## src/rtl/mux4_rr_sel_gen_if.sv

```systemverilog
// Select/request bundle between the round-robin select generator and its channel mux.
// The master side is the generator; the slave side supplies requests and consumes the select.
interface mux4_rr_sel_gen_if;
    logic       en;
    logic [3:0] req;
    logic       s0;
    logic       s1;
    logic       valid;
    logic       sw;

    modport master (input en, input req, output s0, output s1, output valid, output sw);
    modport slave  (output en, output req, input s0, input s1, input valid, input sw);
endinterface

```

## src/rtl/mux4_rr_sel_gen.sv

```systemverilog
// Round-robin select generator for a 4:1 channel mux with a programmable dwell per grant.
// Define MUX_GAP_EN for break-before-make: one GAP cycle with valid low between grants.
module mux4_rr_sel_gen #(
    parameter int unsigned DWELL = 4,
    parameter int unsigned CW    = 8
) (
    input  logic                 clk,
    input  logic                 rst,
    mux4_rr_sel_gen_if.master    bus
);

`ifdef MUX_GAP_EN
    typedef enum logic [1:0] {IDLE, GRANT, GAP} state_t;
`else
    typedef enum logic [1:0] {IDLE, GRANT} state_t;
`endif

    typedef struct packed {
        logic       found;
        logic [1:0] ch;
    } pick_t;

    localparam logic [CW-1:0] RELOAD = CW'(DWELL - 1);

    state_t        state_q, state_d;
    logic [CW-1:0] cnt_q, cnt_d;
    logic [1:0]    last_q, last_d;
    logic [1:0]    sel_q, sel_d;
    logic          valid_q, valid_d;
    logic          sw_q, sw_d;

    pick_t         from_last;
    pick_t         from_cur;
    logic          grant_end;

    // Scan p+1, p+2, p+3, p (mod 4); the first requester wins.
    function automatic pick_t rr_pick(input logic [1:0] p, input logic [3:0] r);
        pick_t      res;
        logic [1:0] idx;
        res = '{found: 1'b0, ch: p};
        for (int k = 1; k <= 4; k++) begin
            idx = p + 2'(k);
            if (!res.found && r[idx]) begin
                res.found = 1'b1;
                res.ch    = idx;
            end
        end
        return res;
    endfunction

    assign from_last = rr_pick(last_q, bus.req);
    assign from_cur  = rr_pick(sel_q, bus.req);
    // Dwell expiry and the owner dropping its request collapse into one end-of-grant.
    assign grant_end = (cnt_q == '0) || !bus.req[sel_q];

    always_comb begin
        // NOTE: every next-state variable gets a default first so no path can infer a latch.
        state_d = state_q;
        cnt_d   = cnt_q;
        last_d  = last_q;
        sel_d   = sel_q;
        valid_d = valid_q;
        sw_d    = 1'b0;

        if (bus.en) begin
            unique case (state_q)
                IDLE: begin
                    valid_d = 1'b0;
                    if (from_last.found) begin
                        state_d = GRANT;
                        sel_d   = from_last.ch;
                        cnt_d   = RELOAD;
                        valid_d = 1'b1;
                        sw_d    = 1'b1;
                    end
                end
                GRANT: begin
                    if (grant_end) begin
                        last_d = sel_q;
                        if (from_cur.found) begin
`ifdef MUX_GAP_EN
                            state_d = GAP;
                            valid_d = 1'b0;
`else
                            sel_d   = from_cur.ch;
                            cnt_d   = RELOAD;
                            valid_d = 1'b1;
                            sw_d    = 1'b1;
`endif
                        end else begin
                            state_d = IDLE;
                            valid_d = 1'b0;
                        end
                    end else begin
                        cnt_d = cnt_q - CW'(1);
                    end
                end
`ifdef MUX_GAP_EN
                // last_q already holds the old owner, so this re-search sees current req.
                GAP: begin
                    if (from_last.found) begin
                        state_d = GRANT;
                        sel_d   = from_last.ch;
                        cnt_d   = RELOAD;
                        valid_d = 1'b1;
                        sw_d    = 1'b1;
                    end else begin
                        state_d = IDLE;
                        valid_d = 1'b0;
                    end
                end
`endif
                default: begin
                    state_d = IDLE;
                    valid_d = 1'b0;
                end
            endcase
        end
    end

    // NOTE: state registers use non-blocking assignments so all of them update together on the edge.
    always_ff @(posedge clk) begin
        if (rst) begin
            state_q <= IDLE;
            cnt_q   <= '0;
            last_q  <= 2'd3;
            sel_q   <= 2'd0;
            valid_q <= 1'b0;
            sw_q    <= 1'b0;
        end else begin
            state_q <= state_d;
            cnt_q   <= cnt_d;
            last_q  <= last_d;
            sel_q   <= sel_d;
            valid_q <= valid_d;
            sw_q    <= sw_d;
        end
    end

    assign bus.s1    = sel_q[1];
    assign bus.s0    = sel_q[0];
    assign bus.valid = valid_q;
    assign bus.sw    = sw_q;

endmodule

```

## src/flat_wrapper.sv

```systemverilog
// flat-port wrapper written by rule: the top's interface ports become plain ports
module mux4_rr_sel_gen_flat 
#(
    parameter int unsigned DWELL = 4,
    parameter int unsigned CW    = 8
)
  (clk, rst, bus_en, bus_req, bus_s0, bus_s1, bus_valid, bus_sw);
  mux4_rr_sel_gen_if bus_i ();
  input  logic clk;
  input  logic rst;
  input wire logic [$bits(bus_i.en)-1:0] bus_en;
  input wire logic [$bits(bus_i.req)-1:0] bus_req;
  output wire logic [$bits(bus_i.s0)-1:0] bus_s0;
  output wire logic [$bits(bus_i.s1)-1:0] bus_s1;
  output wire logic [$bits(bus_i.valid)-1:0] bus_valid;
  output wire logic [$bits(bus_i.sw)-1:0] bus_sw;
  assign bus_i.en = bus_en;
  assign bus_i.req = bus_req;
  assign bus_s0 = bus_i.s0;
  assign bus_s1 = bus_i.s1;
  assign bus_valid = bus_i.valid;
  assign bus_sw = bus_i.sw;
  mux4_rr_sel_gen #(.DWELL(DWELL), .CW(CW)) u_core (.clk(clk), .rst(rst), .bus(bus_i));
endmodule
```

## config.mk

```make
export PLATFORM = sky130hd
export DESIGN_NAME = mux4_rr_sel_gen_flat
export DESIGN_NICKNAME = d
export VERILOG_FILES = /design/src/rtl/mux4_rr_sel_gen_if.sv /design/src/rtl/mux4_rr_sel_gen.sv /design/src/flat_wrapper.sv
export SDC_FILE = /design/constraint.sdc
export NUM_CORES = 1
export LEC_CHECK = 0
export ABC_AREA = 1
export CORE_UTILIZATION = 40
export DETAILED_ROUTE_END_ITERATION = 16
export GPL_TIMING_DRIVEN = 1
export HOLD_SLACK_MARGIN = 0.1
export PLACE_DENSITY_LB_ADDON = 0.1
export SLEW_MARGIN = 20
export SYNTH_ARGS = -nofsm -noshare
export SYNTH_HDL_FRONTEND = slang
export SYNTH_SLANG_ARGS = --single-unit
```

## constraint.sdc

```tcl
create_clock -name clk -period 3.05 [get_ports clk]
set_input_delay 0.4575 -clock clk [delete_from_list [all_inputs] [get_ports clk]]
set_output_delay 0.4575 -clock clk [all_outputs]
set_load 0.01 [all_outputs]
```

# [After elaboration in Yosys (flattened, before gate mapping)]
# Cells that the tools add are included.
# Widths: inputs -> output; s select.
[totals] input_bits=7 out_inout_bits=4 word_cells=95 register_bits=16
[op_classes] n_eq_ne=8 bitwise_logic=1 n_lt_le_gt_ge=8 addsub=7 n_reduce_logical=23 muxes=42
[op_table] cell="$lt 2x3->1 const B" count=8
[op_table] cell="$mux 3" count=8
[op_table] cell="$mux 8" count=3
[op_table] cell="$bmux 1 s2" count=8
[op_table] cell="$pmux 8 s2" count=1
[op_table] cell="$mux 1" count=12
[op_table] cell="$mux 2" count=6
[op_table] cell="$add 2x2->2 const B" count=4
[op_table] cell="$logic_not 8->1" count=1
[op_table] cell="$pmux 2 s2" count=2
[op_table] cell="$reduce_and 4->1" count=2
[op_table] cell="$sub 8x1->8 const B" count=1
[op_table] cell="$logic_not 1->1" count=7
[op_table] cell="$reduce_and 7->1" count=1
[op_table] cell="$logic_and 1x1->1" count=6
[op_table] cell="$ne 2x1->1 const B" count=3
[op_table] cell="$add 2x1->2 const B" count=2
[op_table] cell="$ne 2x2->1 const B" count=2
[op_table] cell="$ne 4x1->1 const B" count=1
[op_table] cell="$pmux 1 s2" count=2
[op_table] cell="$ne 3x2->1 const B" count=1
[op_table] cell="$reduce_and 3->1" count=1
[op_table] cell="$eq 2x1->1 const B" count=1
[op_table] cell="$logic_not 2->1" count=1
[op_table] cell="5 further kinds" count=5

# [Logic depth before layout (Yosys ltp)]
[depth] ltp_word=16 mapped_depth=13 depth_no_buf=12

# [Worst setup path before layout]
# No wires, ideal clock.
[synth_timing] path_kind="reg2reg" startpoint="reg u_core.sel_q[0]" endpoint="reg u_core.cnt_q[0]" path_stages_with_launch=13 t_required_ns=2.932 path_buffers=1 period_less_slack_ns=1.484 arrival_ns=1.366 setup_slack_ns=1.566 setup_time_ns=0.118 path_cell_list="dfxtp_1 -> inv_2 -> buf_6 -> nand2_1 -> nand2_1 -> nand2_2 -> nand2_2 -> nor2_4 -> nand3_2 -> nand2_4 -> inv_2 -> o21ai_2 -> nor2_1"
[synth_between] elab_chain_len=15 elab_cells_between_ends=27 classes_between="3 x add/sub; 1 x eq/ne; 14 x mux; 9 x reduce/logical"
[synth_lines] item="start, declared" line="mux4_rr_sel_gen.sv:28" source="logic [1:0] sel_q, sel_d;"
[synth_lines] item="start signal, assigned" line="mux4_rr_sel_gen.sv:134" source="sel_q <= sel_d;"
[synth_lines] item="$add 2x1->2" line="mux4_rr_sel_gen.sv:42" source="idx = p + 2'(k);"
[synth_lines] item="$bmux 1 s2" line="mux4_rr_sel_gen.sv:43" source="if (!res.found && r[idx]) begin"
[synth_lines] item="$mux 1 (not written as such)" line="mux4_rr_sel_gen.sv:43"
[synth_lines] item="$mux 3" line="mux4_rr_sel_gen.sv:43"
[synth_lines] item="$logic_not 1->1" line="mux4_rr_sel_gen.sv:43"
[synth_lines] item="$logic_and 1x1->1" line="mux4_rr_sel_gen.sv:43"
[synth_lines] item="$mux 3" line="mux4_rr_sel_gen.sv:43"
[synth_lines] item="$logic_not 1->1" line="mux4_rr_sel_gen.sv:43"
[synth_lines] item="$logic_and 1x1->1" line="mux4_rr_sel_gen.sv:43"
[synth_lines] item="$mux 3" line="mux4_rr_sel_gen.sv:43"
[synth_lines] item="$logic_not 1->1" line="mux4_rr_sel_gen.sv:43"
[synth_lines] item="$logic_and 1x1->1" line="mux4_rr_sel_gen.sv:43"
[synth_lines] item="$mux 3" line="mux4_rr_sel_gen.sv:43"
[synth_lines] item="$ne 3x2->1 (no line)"
[synth_lines] item="$reduce_and 4->1 (no line)"
[synth_lines] item="end signal, assigned" line="mux4_rr_sel_gen.sv:132" source="cnt_q <= cnt_d;"
[synth_lines] item="end, declared" line="mux4_rr_sel_gen.sv:26" source="logic [CW-1:0] cnt_q, cnt_d;"
# Several ways; a longest one is shown, not always the timed one. The select of a mux whose other input is x is not followed.
# A chain may end at the register's enable or synchronous reset.

# [Worst setup path in the final report]
[layout_timing] startpoint="reg u_core.sel_q[0]" endpoint="out bus_s0"
[layout_rtl] item="end, declared" line="flat_wrapper.sv:13" source="output wire logic [$bits(bus_i.s0)-1:0] bus_s0;"
# No word-level cell between the ends.

==> results.md <==
- Status: complete, no violations
- Max-cap violations: 0
- Port bufs: 10
- CP Cell Sequence: clkdlybuf4s50_1
- Part of the power in combinational logic: 49.9%
- Initial antenna violation count: 0
- Crit end category: output pin
- Critical path's top delay family: buffers and inverters
- Initial Util: 42.3%
- Die W: 59.0 um
- CTS tree: done
- Worst Skew: ~1.8 ps
- Fin worst setup slack: 1110 ps
- Routed Antenna Nets: 0
- Warnings from Yosys: 0
- Largest net degree at the start of global routing: 13
- Vias in the first global route: 1203
- Startpoint Class: flip-flop
- Clock power share: 15.9%
- Period utilisation layout: 63.6%
- Fin crit period: 1940 ps
- Layout Nets: 243
- # IOs: 11
- Hpwl dp: 2.30 mm
- Synth area leaders: nand2_1 26%, dfxtp_1 23%, nand3_1 8.8%, inv_1 5.2%, nor2_1 4.9%
- Synth area leader: nand2_1
- Post-CTS Setup Inserts: 0
- Via Count: 1362
- # clock sinks: 15
- Critical path startpoint: u_core.sel_q[0]$_SDFFE_PP0P_
- Share of cells above drive strength 1: 10.7%
- # H-tree levels: 1
- Maximum vdd drop: ~0.25 mV
- DRT Pass-1 Iters: 4
- R2r setup slk: between 1000 and 1500 ps
- Mux cell area share after synthesis: 0%
- Wirelength per Cell: 10.9 um
- Sw frac: 44.9%
- Slowest CP cell: clkdlybuf4s50_1
- Synth cell types: 30
- CP max FO: 12
- Cell Pwr Density: ~500 nW/um^2
- Simple-Gate Fraction of Synth Area: a little over half
- Starting DRC count in detailed routing: between 80 and 90
- Syn nets: 234
- Placed insts: 273
- Worst-path clk slew: 90 ps
- Core area: around 3100 um^2
- Sequential share of power: 34.2%
- Avg Synthesized Cell Area: approximately 5.8 um^2
- # DRC: 0
- RePlAce Congestion: 0.822
- Setup crit end: bus_s0
- RSZ-0062 raised after global routing: false
- Wire length of the first global-routing pass: between 5 and 6 mm
- # hold bufs at CTS: 0
- HP Class: flip-flop to flip-flop
- Slew Limit Fails: 0
- Crit path largest cell delay: 620 ps
- Mapped Cells: 225
- DP Worst Slack: between 800 and 900 ps
- Synth Area in XOR/XNOR: approximately 2.0%
- Combinational family with the most area after synthesis: simple AND/OR/NAND/NOR gates
- Die Y: 59.0 um
- Die Footprint: around 3500 um^2
- Static leakage: 0.686 nW
- Arrival time at the worst endpoint: 1480 ps
- CP required: 2590 ps
- Gr ovfl total: 0
- Mapped Area: ~1300 um^2
- Vias per cell: 4.92
- Ant diodes: 0
- Row cnt: 20
- Num CTS Buffers: 3
- Final setup vio count: 0
- Launching point of the worst reg2reg path: u_core.sel_q[0]$_SDFFE_PP0P_
- Total Neg Setup Slack: 0 ps
- Area delta synth->final: 10.8%
- Non-filler instance count after layout: 277
- Root Buffer: clkbuf_4
- Clock buffer depth: 2
- Worst Tran Pin Value: 415 ps
- Synth Area in Adders: about 1.9%
- Critical path type: flip-flop to output pin
- Fin. Hold Viols: 0
- Number of gates resized after cts: 0
- Post-synthesis compound-gate area fraction: 9.62%
- Synth Register Bits: 15
- Number of cells on the critical path: 1
- Reg2reg path depth: 11
- Synth top area share: 26.3%
- Seq/Total Area, Yosys: 23.1%
- Fmax: slightly above 0.5 GHz
- Switching Power: 0.000323 W
- Pwr Total: around 0.00072 W
- Buf/Inv on CP: 1
- Worst-Skew Late Latency: 280 ps
- Reg2reg end: u_core.cnt_q[0]$_SDFFE_PP0P_
- Total Wirelength: 3.02 mm
- Internal power: 0.000396 W
- Overall routing resource usage: 18.9%
- Worst slew margin: between 70 and 80%
==> layout make-up <==
type / count / area [um^2]
fill: 329 / 1640
tap: 44 / 55.1
clock buffer: 4 / 26.3
multi-input combinational: 182 / 877
timing repair buffer: 10 / 100
inverter: 22 / 82.6
sequential: 15 / 300
==> worst reg2reg max path: cells and delay by family (launching register included) <==
kind | cells | cell delay, ps
DFF | 1 | 580
and+or+nand+nor | 8 | 750
buffers and inverters | 2 | 300
AOI/OAI and AO/OA | 1 | 110
==> state kept, by name, summed over array words and instances (netlist names) <==
signal            count
u_core.last_q         2
u_core.sel_q          2
u_core.bus.valid      1
u_core.state_q        1
u_core.bus.sw         1
u_core.cnt_q          8
==> layer usage <==
layer | vias to the layer above | track usage (%) | wire length [um]
met1 | 587 | 23.5 | 1430
met4 | 0 | 8.50 | 65
met3 | 7 | 1.53 | 109
met2 | 35 | 33.1 | 1420
met5 | - | 0 | 0
li1 | 733 | - | -
==> per-stage QoR <==
step	util (%)	instance area (um^2)	hold WS (ps)
after floorplan	-	1300	457
final	46.8	1440	468
after global routing	46.8	1440	489
after CTS	46.8	1440	471
after global placement	46.0	1420	458
after detailed placement	46.0	1420	457
==> logic make-up (layout without fill, tap and decap cells) <==
logic type	Yosys count	count (layout)
AOI/OAI and AO/OA	21	21
adders and majority gates	2	2
DFF	15	15
xor gates and xnor gates	3	3
and+or+nand+nor	156	156
buffers and inverters	28	36
==> cell usage after synthesis <==
library cell,count
nand2_1,91
nand3_1,23
inv_1,18
nor2_1,17
dfxtp_1,15
nand2_2,10
a21oi_1,8
nor3_1,6
o211ai_1,5
o21ai_0,4
inv_2,3
clkbuf_1,2
ha_1,2
nand2_4,2
nand3_2,2
nor2_4,2
xnor2_1,2
a31oi_1,1
and2_1,1
buf_1,1
buf_2,1
buf_6,1
clkbuf_8,1
clkinv_1,1
nor2_2,1
nor3_2,1
o21ai_1,1
o21ai_2,1
o21bai_1,1
xor2_1,1
==> how the worst min path moves through the flow <==
stage                             startpoint                            end  slack, ps  cells past startpoint
2_1_floorplan   u_core.cnt_q[7]$_SDFFE_PP0P_   u_core.cnt_q[7]$_SDFFE_PP0P_        460                      2
3_3_place_gp   u_core.bus.valid$_SDFFE_PP0P_  u_core.bus.valid$_SDFFE_PP0P_        460                      2
3_5_place_dp   u_core.bus.valid$_SDFFE_PP0P_  u_core.bus.valid$_SDFFE_PP0P_        460                      2
4_1_cts        u_core.bus.valid$_SDFFE_PP0P_  u_core.bus.valid$_SDFFE_PP0P_        470                      2
5_1_grt        u_core.bus.valid$_SDFFE_PP0P_  u_core.bus.valid$_SDFFE_PP0P_        490                      2
6_report       u_core.bus.valid$_SDFFE_PP0P_  u_core.bus.valid$_SDFFE_PP0P_        470                      2
==> power by group through the flow <==
stage	registers, W	logic [W]	clock network (W)
after floorplan	0.000238	0.000297	0
after global placement	0.000251	0.000360	0
after detailed placement	0.000250	0.000359	0
after CTS	0.000246	0.000361	0.000120
after global routing	0.000250	0.000408	0.000131
final	0.000246	0.000359	0.000115
==> placed cells by master, fill, tap and decap left out, drive strengths merged <==
cell type      instances
nand2                103
nand3                 25
inv                   21
nor2                  20
dfxtp                 15
clkdlybuf4s50         10
a21oi                  8
nor3                   7
o21ai                  6
o211ai                 5
clkbuf                 4
xnor2                  2
ha                     2
clkinv                 1
and2                   1
a31oi                  1
o21bai                 1
xor2                   1
Note: power is estimated with default switching activity, not from simulation.
